### src/rtl/sifh_frame_sequencer.sv
// -----------------------------------------------------------------------------
// sifh_frame_sequencer
//   Frame-level controller for the serial SiFH histogram builder. One frame is
//   clear -> coarse pass (his_num=0) -> settle -> clear -> fine pass
//   (his_num=1) -> settle -> result hand-off. Timestamps accepted from the
//   TDC-side stream are forwarded to the builder as single-cycle write strobes
//   one cycle after acceptance.
//
// Ports
//   clk, res           clock, asynchronous active-low reset
//   start, abort       frame request (IDLE only) / synchronous frame abort
//   in_valid/in_data   upstream timestamp stream; in_ready = accept this cycle
//   wr_en/wr_data      registered write strobe and timestamp to the builder
//   his_num            0 = coarse pass, 1 = fine pass
//   his_clr_n          active-low histogram/RAM clear
//   data/pix/acq_idx   beat counters (data fastest, acquisition slowest)
//   busy               high in every state except IDLE
//   result_valid       fine-pass results stable, held until result_ack
//   frame_done         one-cycle pulse after the hand-off completes
// -----------------------------------------------------------------------------
module sifh_frame_sequencer #(
  parameter int NP         = 16,
  parameter int DATA_NUM   = 3,
  parameter int PIXEL_NUM  = 200,
  parameter int ACQ_NUM    = 33333,
  parameter int PD_LAT     = 4,
  parameter int CLR_CYCLES = 2,
  localparam int DW   = (DATA_NUM  > 1) ? $clog2(DATA_NUM)  : 1,
  localparam int PW   = (PIXEL_NUM > 1) ? $clog2(PIXEL_NUM) : 1,
  localparam int AW   = (ACQ_NUM   > 1) ? $clog2(ACQ_NUM)   : 1,
  localparam int MAXT = (PD_LAT > CLR_CYCLES) ? PD_LAT : CLR_CYCLES,
  localparam int TW   = $clog2(MAXT + 1)
) (
  input  logic          clk,
  input  logic          res,
  input  logic          start,
  input  logic          abort,
  input  logic          in_valid,
  input  logic [NP-1:0] in_data,
  output logic          in_ready,
  output logic          wr_en,
  output logic [NP-1:0] wr_data,
  output logic          his_num,
  output logic          his_clr_n,
  output logic [DW-1:0] data_idx,
  output logic [PW-1:0] pix_idx,
  output logic [AW-1:0] acq_idx,
  output logic          busy,
  output logic          result_valid,
  input  logic          result_ack,
  output logic          frame_done
);

  typedef enum logic [2:0] {
    IDLE, CLR0, COARSE, SET0, CLR1, FINE, SET1, OUTPUT
  } state_t;

  localparam logic [TW-1:0] CLR_LAST = TW'(CLR_CYCLES - 1);
  localparam logic [TW-1:0] PD_LAST  = TW'(PD_LAT - 1);

  state_t          r_state, w_nxt;
  logic [TW-1:0]   r_tmr;
  logic [DW-1:0]   r_d;
  logic [PW-1:0]   r_p;
  logic [AW-1:0]   r_a;
  logic            r_wr_en, r_his_num, r_abort_clr, r_done;
  logic [NP-1:0]   r_wr_data;
  logic            w_abort, w_acc, w_d_wrap, w_p_wrap, w_a_wrap, w_last;

  // abort only acts in busy states; in IDLE a start in the same cycle still wins
  assign w_abort  = abort & (r_state != IDLE);
  assign in_ready = (r_state == COARSE) | (r_state == FINE);
  assign w_acc    = in_valid & in_ready & ~w_abort;

  assign w_d_wrap = (r_d == DW'(DATA_NUM - 1));
  assign w_p_wrap = (r_p == PW'(PIXEL_NUM - 1));
  assign w_a_wrap = (r_a == AW'(ACQ_NUM - 1));
  assign w_last   = w_d_wrap & w_p_wrap & w_a_wrap;

  always_comb begin
    w_nxt = r_state;
    case (r_state)
      IDLE:    if (start)               w_nxt = CLR0;
      CLR0:    if (r_tmr == CLR_LAST)   w_nxt = COARSE;
      COARSE:  if (w_acc && w_last)     w_nxt = SET0;
      SET0:    if (r_tmr == PD_LAST)    w_nxt = CLR1;
      CLR1:    if (r_tmr == CLR_LAST)   w_nxt = FINE;
      FINE:    if (w_acc && w_last)     w_nxt = SET1;
      SET1:    if (r_tmr == PD_LAST)    w_nxt = OUTPUT;
      OUTPUT:  if (result_ack)          w_nxt = IDLE;
      default:                          w_nxt = IDLE;
    endcase
    if (w_abort) w_nxt = IDLE;
  end

  always_ff @(posedge clk or negedge res) begin
    if (!res) begin
      r_state     <= IDLE;
      r_tmr       <= '0;
      r_d         <= '0;
      r_p         <= '0;
      r_a         <= '0;
      r_wr_en     <= 1'b0;
      r_wr_data   <= '0;
      r_his_num   <= 1'b0;
      r_abort_clr <= 1'b0;
      r_done      <= 1'b0;
    end else begin
      r_state     <= w_nxt;
      // per-state dwell timer restarts on every state change
      r_tmr       <= (w_nxt != r_state) ? '0 : r_tmr + TW'(1);
      r_wr_en     <= w_acc;
      if (w_acc) r_wr_data <= in_data;
      r_abort_clr <= w_abort;
      r_done      <= (r_state == OUTPUT) & result_ack & ~w_abort;

      if (w_abort)
        r_his_num <= 1'b0;
      else if (r_state == SET0 && w_nxt == CLR1)
        r_his_num <= 1'b1;
      else if (r_state == OUTPUT && w_nxt == IDLE)
        r_his_num <= 1'b0;

      if (w_abort) begin
        r_d <= '0;
        r_p <= '0;
        r_a <= '0;
      end else if (w_acc) begin
        r_d <= w_d_wrap ? '0 : r_d + DW'(1);
        if (w_d_wrap) begin
          r_p <= w_p_wrap ? '0 : r_p + PW'(1);
          if (w_p_wrap) r_a <= w_a_wrap ? '0 : r_a + AW'(1);
        end
      end
    end
  end

  assign wr_en        = r_wr_en;
  assign wr_data      = r_wr_data;
  assign his_num      = r_his_num;
  // low while clearing, plus a single-cycle pulse after an abort
  assign his_clr_n    = ~((r_state == CLR0) | (r_state == CLR1) | r_abort_clr);
  assign data_idx     = r_d;
  assign pix_idx      = r_p;
  assign acq_idx      = r_a;
  assign busy         = (r_state != IDLE);
  assign result_valid = (r_state == OUTPUT);
  assign frame_done   = r_done;

endmodule

### config.mk
export PLATFORM = sky130hd
export DESIGN_NAME = sifh_frame_sequencer
export DESIGN_NICKNAME = d
export VERILOG_FILES = /design/src/rtl/sifh_frame_sequencer.sv
export SDC_FILE = /design/constraint.sdc
export NUM_CORES = 1
export LEC_CHECK = 0
export ABC_AREA = 0
export CORE_MARGIN = 1.5
export CORE_UTILIZATION = 40
export DETAILED_ROUTE_END_ITERATION = 12
export GPL_ROUTABILITY_DRIVEN = 0
export PLACE_DENSITY_LB_ADDON = 0.05
export SYNTH_ARGS = -nofsm -noshare
export SYNTH_HDL_FRONTEND = slang
export SYNTH_SLANG_ARGS = --single-unit
export TNS_END_PERCENT = 10
### constraint.sdc
create_clock -name clk -period 2.17 [get_ports clk]
set_input_delay 0.651 -clock clk [delete_from_list [all_inputs] [get_ports clk]]
set_output_delay 0.651 -clock clk [all_outputs]
set_load 0.05 [all_outputs]
==> impl_metrics.yaml <==
run_status:
  status: "completed"
route:
  vias: 2412
  met1_length_um: 3099
  drt-initial-drc-count: 139
  dr.max_layer_used: "met4"
  postRouteWirelength_um: 6622
  drc: 0
  ant_nets: 0
  dr_wl_met3_um: 368
  route.met2.wl_um: 3073
  wl_per_cell_um: 14.65
  vias_per_cell: 5.336
  first_pass_iters: 4
worst_setup_path:
  slowest_stage: "dfrtp_2"
  start_kind: "flip-flop"
  worst_setup_path_end_kind: "output pin"
  worstPathRequired_ps: 1520
  reg2reg_from: "acq_idx[2]$_DFFE_PN0P_"
  r2r_slack_ps: 170
  critPathArrivalTime_ps: 1490
  critical_path.top_delay_family: "flip-flops"
  max_stage_delay_ps: 450
  startpoint: "r_state[1]$_DFF_PN0_"
  crit_buf_inv: 2
  worstPathMaxFanout: 15
  crit_type: "reg2out"
  crit_chain: "buf_4 -> or3_4 -> buf_6"
placement:
  port_buffers: 70
  dpl.hpwl_um: 4825
  pre_cts_ws_ps: -241.6
power_and_ir_drop:
  ir_drop_mv: 0.8113
  powerDensity_nw_per_um2: 1214
  p_clk_share_pct: 19.2
  leakage_nw: 1.745
  p_sw_share_pct: 42.25
  combPwrFrac_pct: 51.0
  p_switching_mw: 1.993
  p_int_mw: 2.724
  pwr-share-seq_pct: 29.8
floorplanning:
  die_h_um: 86.30
  die_area_um2: 7447
  num_rows: 30
  io_pins: 71
  die_x_um: 86.30
  core_area_um2: 6756
  start_util_pct: 41.07
final_layout:
  final_core_util_pct: 57.52
  layout-drive-gt1-share_pct: 28.49
  antennaDiodeCount: 0
  most-common-layout-cells: "buf_4 (58), dfrtp_1 (49), clkdlybuf4s50_1 (33)"
  area_delta_synth_final_pct: 40.04
  finalNetCount: 399
  layout_commonest_cell: "buf_4"
  fill_cells: 595
timing:
  hold_violations: 0
  post-route-period-util_pct: 98.47
  rsz0062_at_grt: "yes"
  whs_ps: 312.0
  fmax_mhz: 468.0
  final_max_slew_viol_count: 0
  timing.final.ws_setup_ps: 33.23
  fin_crit_ps: 2137
  skew_ps: 7.472
  worst_slew_pin_slew_ps: 529.8
  maxSlewHeadroom_pct: 64.35
  setup_viol: 0
cts:
  cts_tree: "yes"
  path_clk_slew_ps: 100
  root_buffer: "clkbuf_8"
  clkLatencyLatePin_ps: 300
  cts_buffer_depth: 2
  tritoncts.num_buffers: 5
  cts_htree_levels: 2
  clock_sinks: 52
yosys:
  yosys_warnings: 0
  ys_types: 54
  synth_top_flop_cell: "dfrtp_1"
  postSynthAreaPerCell_um2: 10.02
  ys_seq_elements: 52
  syn_nets: 305
  synth-async-reset-ratio_pct: 100.0
  synth_edf_count: 0
  synth_area_um2: 2775
  netlist_instances: 277
  synth_seq_area_share_pct: 46.89
global_route:
  track_usage_pct: 18.09
  grt_first_pass_wirelength_um: 10780
  grt_max_degree: 53
  grt_pass1_vias: 2278
  grt_overflow_total: 0
  antenna_found_initial: 0
worst_hold_path:
  hp-class: "in2async"
run:
  maxCapViolCount: 0
state kept, by name, indices dropped and copies added, names as in the netlist, 2 cells and up:
register and cells:
r_tmr 3, pix_idx 8, data_idx 2, acq_idx 16
wr_data 16, r_state 3
path summary, 6_finish.rpt:
check / cells past startpoint / endpoint
max: 3 / busy
min: 2 / pix_idx[5]$_DFFE_PN0P_
max reg2reg: 5 / acq_idx[13]$_DFFE_PN0P_
min reg2reg: 1 / r_tmr[0]$_DFF_PN0_
max in group asynchronous: 2 / r_state[1]$_DFF_PN0_
min in group clk: 1 / r_tmr[0]$_DFF_PN0_
synthesized netlist by cell type (2+ instances only):
cell / number / share of area (%)
a211oi_1: 4 / 1.1
a21o_1: 4 / 1.1
a21oi_1: 15 / 2.7
a22o_1: 3 / 0.95
and2_1: 2 / 0.45
and3_1: 6 / 1.4
and3b_1: 2 / 0.63
and4_1: 4 / 1.3
buf_2: 5 / 0.90
buf_6: 2 / 0.81
clkbuf_1: 4 / 0.54
dfrtp_1: 52 / 47
ha_1: 6 / 2.7
inv_1: 8 / 1.1
mux2_2: 16 / 6.5
nand2_1: 22 / 3.0
nand2b_1: 4 / 0.90
nand3_1: 8 / 1.4
nand3b_1: 2 / 0.54
nand4_1: 8 / 1.8
nor2_1: 14 / 1.9
nor2b_1: 5 / 1.1
nor3_1: 7 / 1.3
nor3b_1: 4 / 1.1
nor4_1: 6 / 1.4
o21ai_0: 28 / 5.0
o31ai_1: 3 / 0.81
or3_1: 4 / 0.90
xnor2_1: 4 / 1.3
metal layers:
layer	vias to the layer above	global-route usage (%)
li1	1209	-
met1	1129	25.27
met2	66	28.35
met3	8	4.286
met4	0	4.839
met5	-	0
worst reg2reg max path, stage by stage (launching register included):
cell,delay [ps]
dfrtp_1,470
nand3_1,250
nor4_1,570
and4_1,270
o21ai_0,90
a22o_1,250
cell families after synthesis:
| group | share of synthesized area, % |
|---|---|
| AND/OR/NAND/NOR | 21.55 |
| AO/OA/AOI/OAI | 16.95 |
| flip-flops | 46.89 |
| buffers and inverters | 3.471 |
| multiplexers | 6.853 |
| adder cells (fa/ha/maj) | 2.705 |
| XOR/XNOR | 1.578 |
layout make-up:
class                           instances  area (um2)  area share, %
Multi-Input combinational cell        205        1399          35.99
Sequential cell                        52        1305          33.58
Timing Repair Buffer                   99       893.4          22.99
Tap cell                               80       100.1          2.576
Clock inverter                          3       90.09          2.318
Clock buffer                            5       68.82          1.771
Inverter                                8       30.03         0.7727
power by group through the flow:
stage               combinational (mW)  sequential (mW)  clock [mW]
detailed placement                2.38             1.42           0
finish                            2.40             1.41       0.906
floorplan                        0.874             2.09           0
global placement                  2.37             1.42           0
global route                      2.57             1.44       0.950
CTS                               2.41             1.41       0.924
what timing repair did:
action                                  4_1_cts  5_1_grt
hold buffers                                  0        0
pin swaps                                     0        1
hold endpoints to repair                      0        0
gates resized for setup                       5        4
endpoints found under the setup margin        2       12
setup buffers                                 0        2
through the flow:
step / TNS [ps] / cells / area (um2) / power (mW)
CTS: 0 / 450 / 3857 / 4.745
global route: -15.99 / 452 / 3886 / 4.959
global placement: -2040 / 442 / 3682 / 3.790
detailed placement: -3127 / 442 / 3682 / 3.802
floorplan: -5.068 / 277 / 2778 / 2.963
finish: 0 / 452 / 3886 / 4.717
No activity file was read; power rests on OpenSTA's default activity.
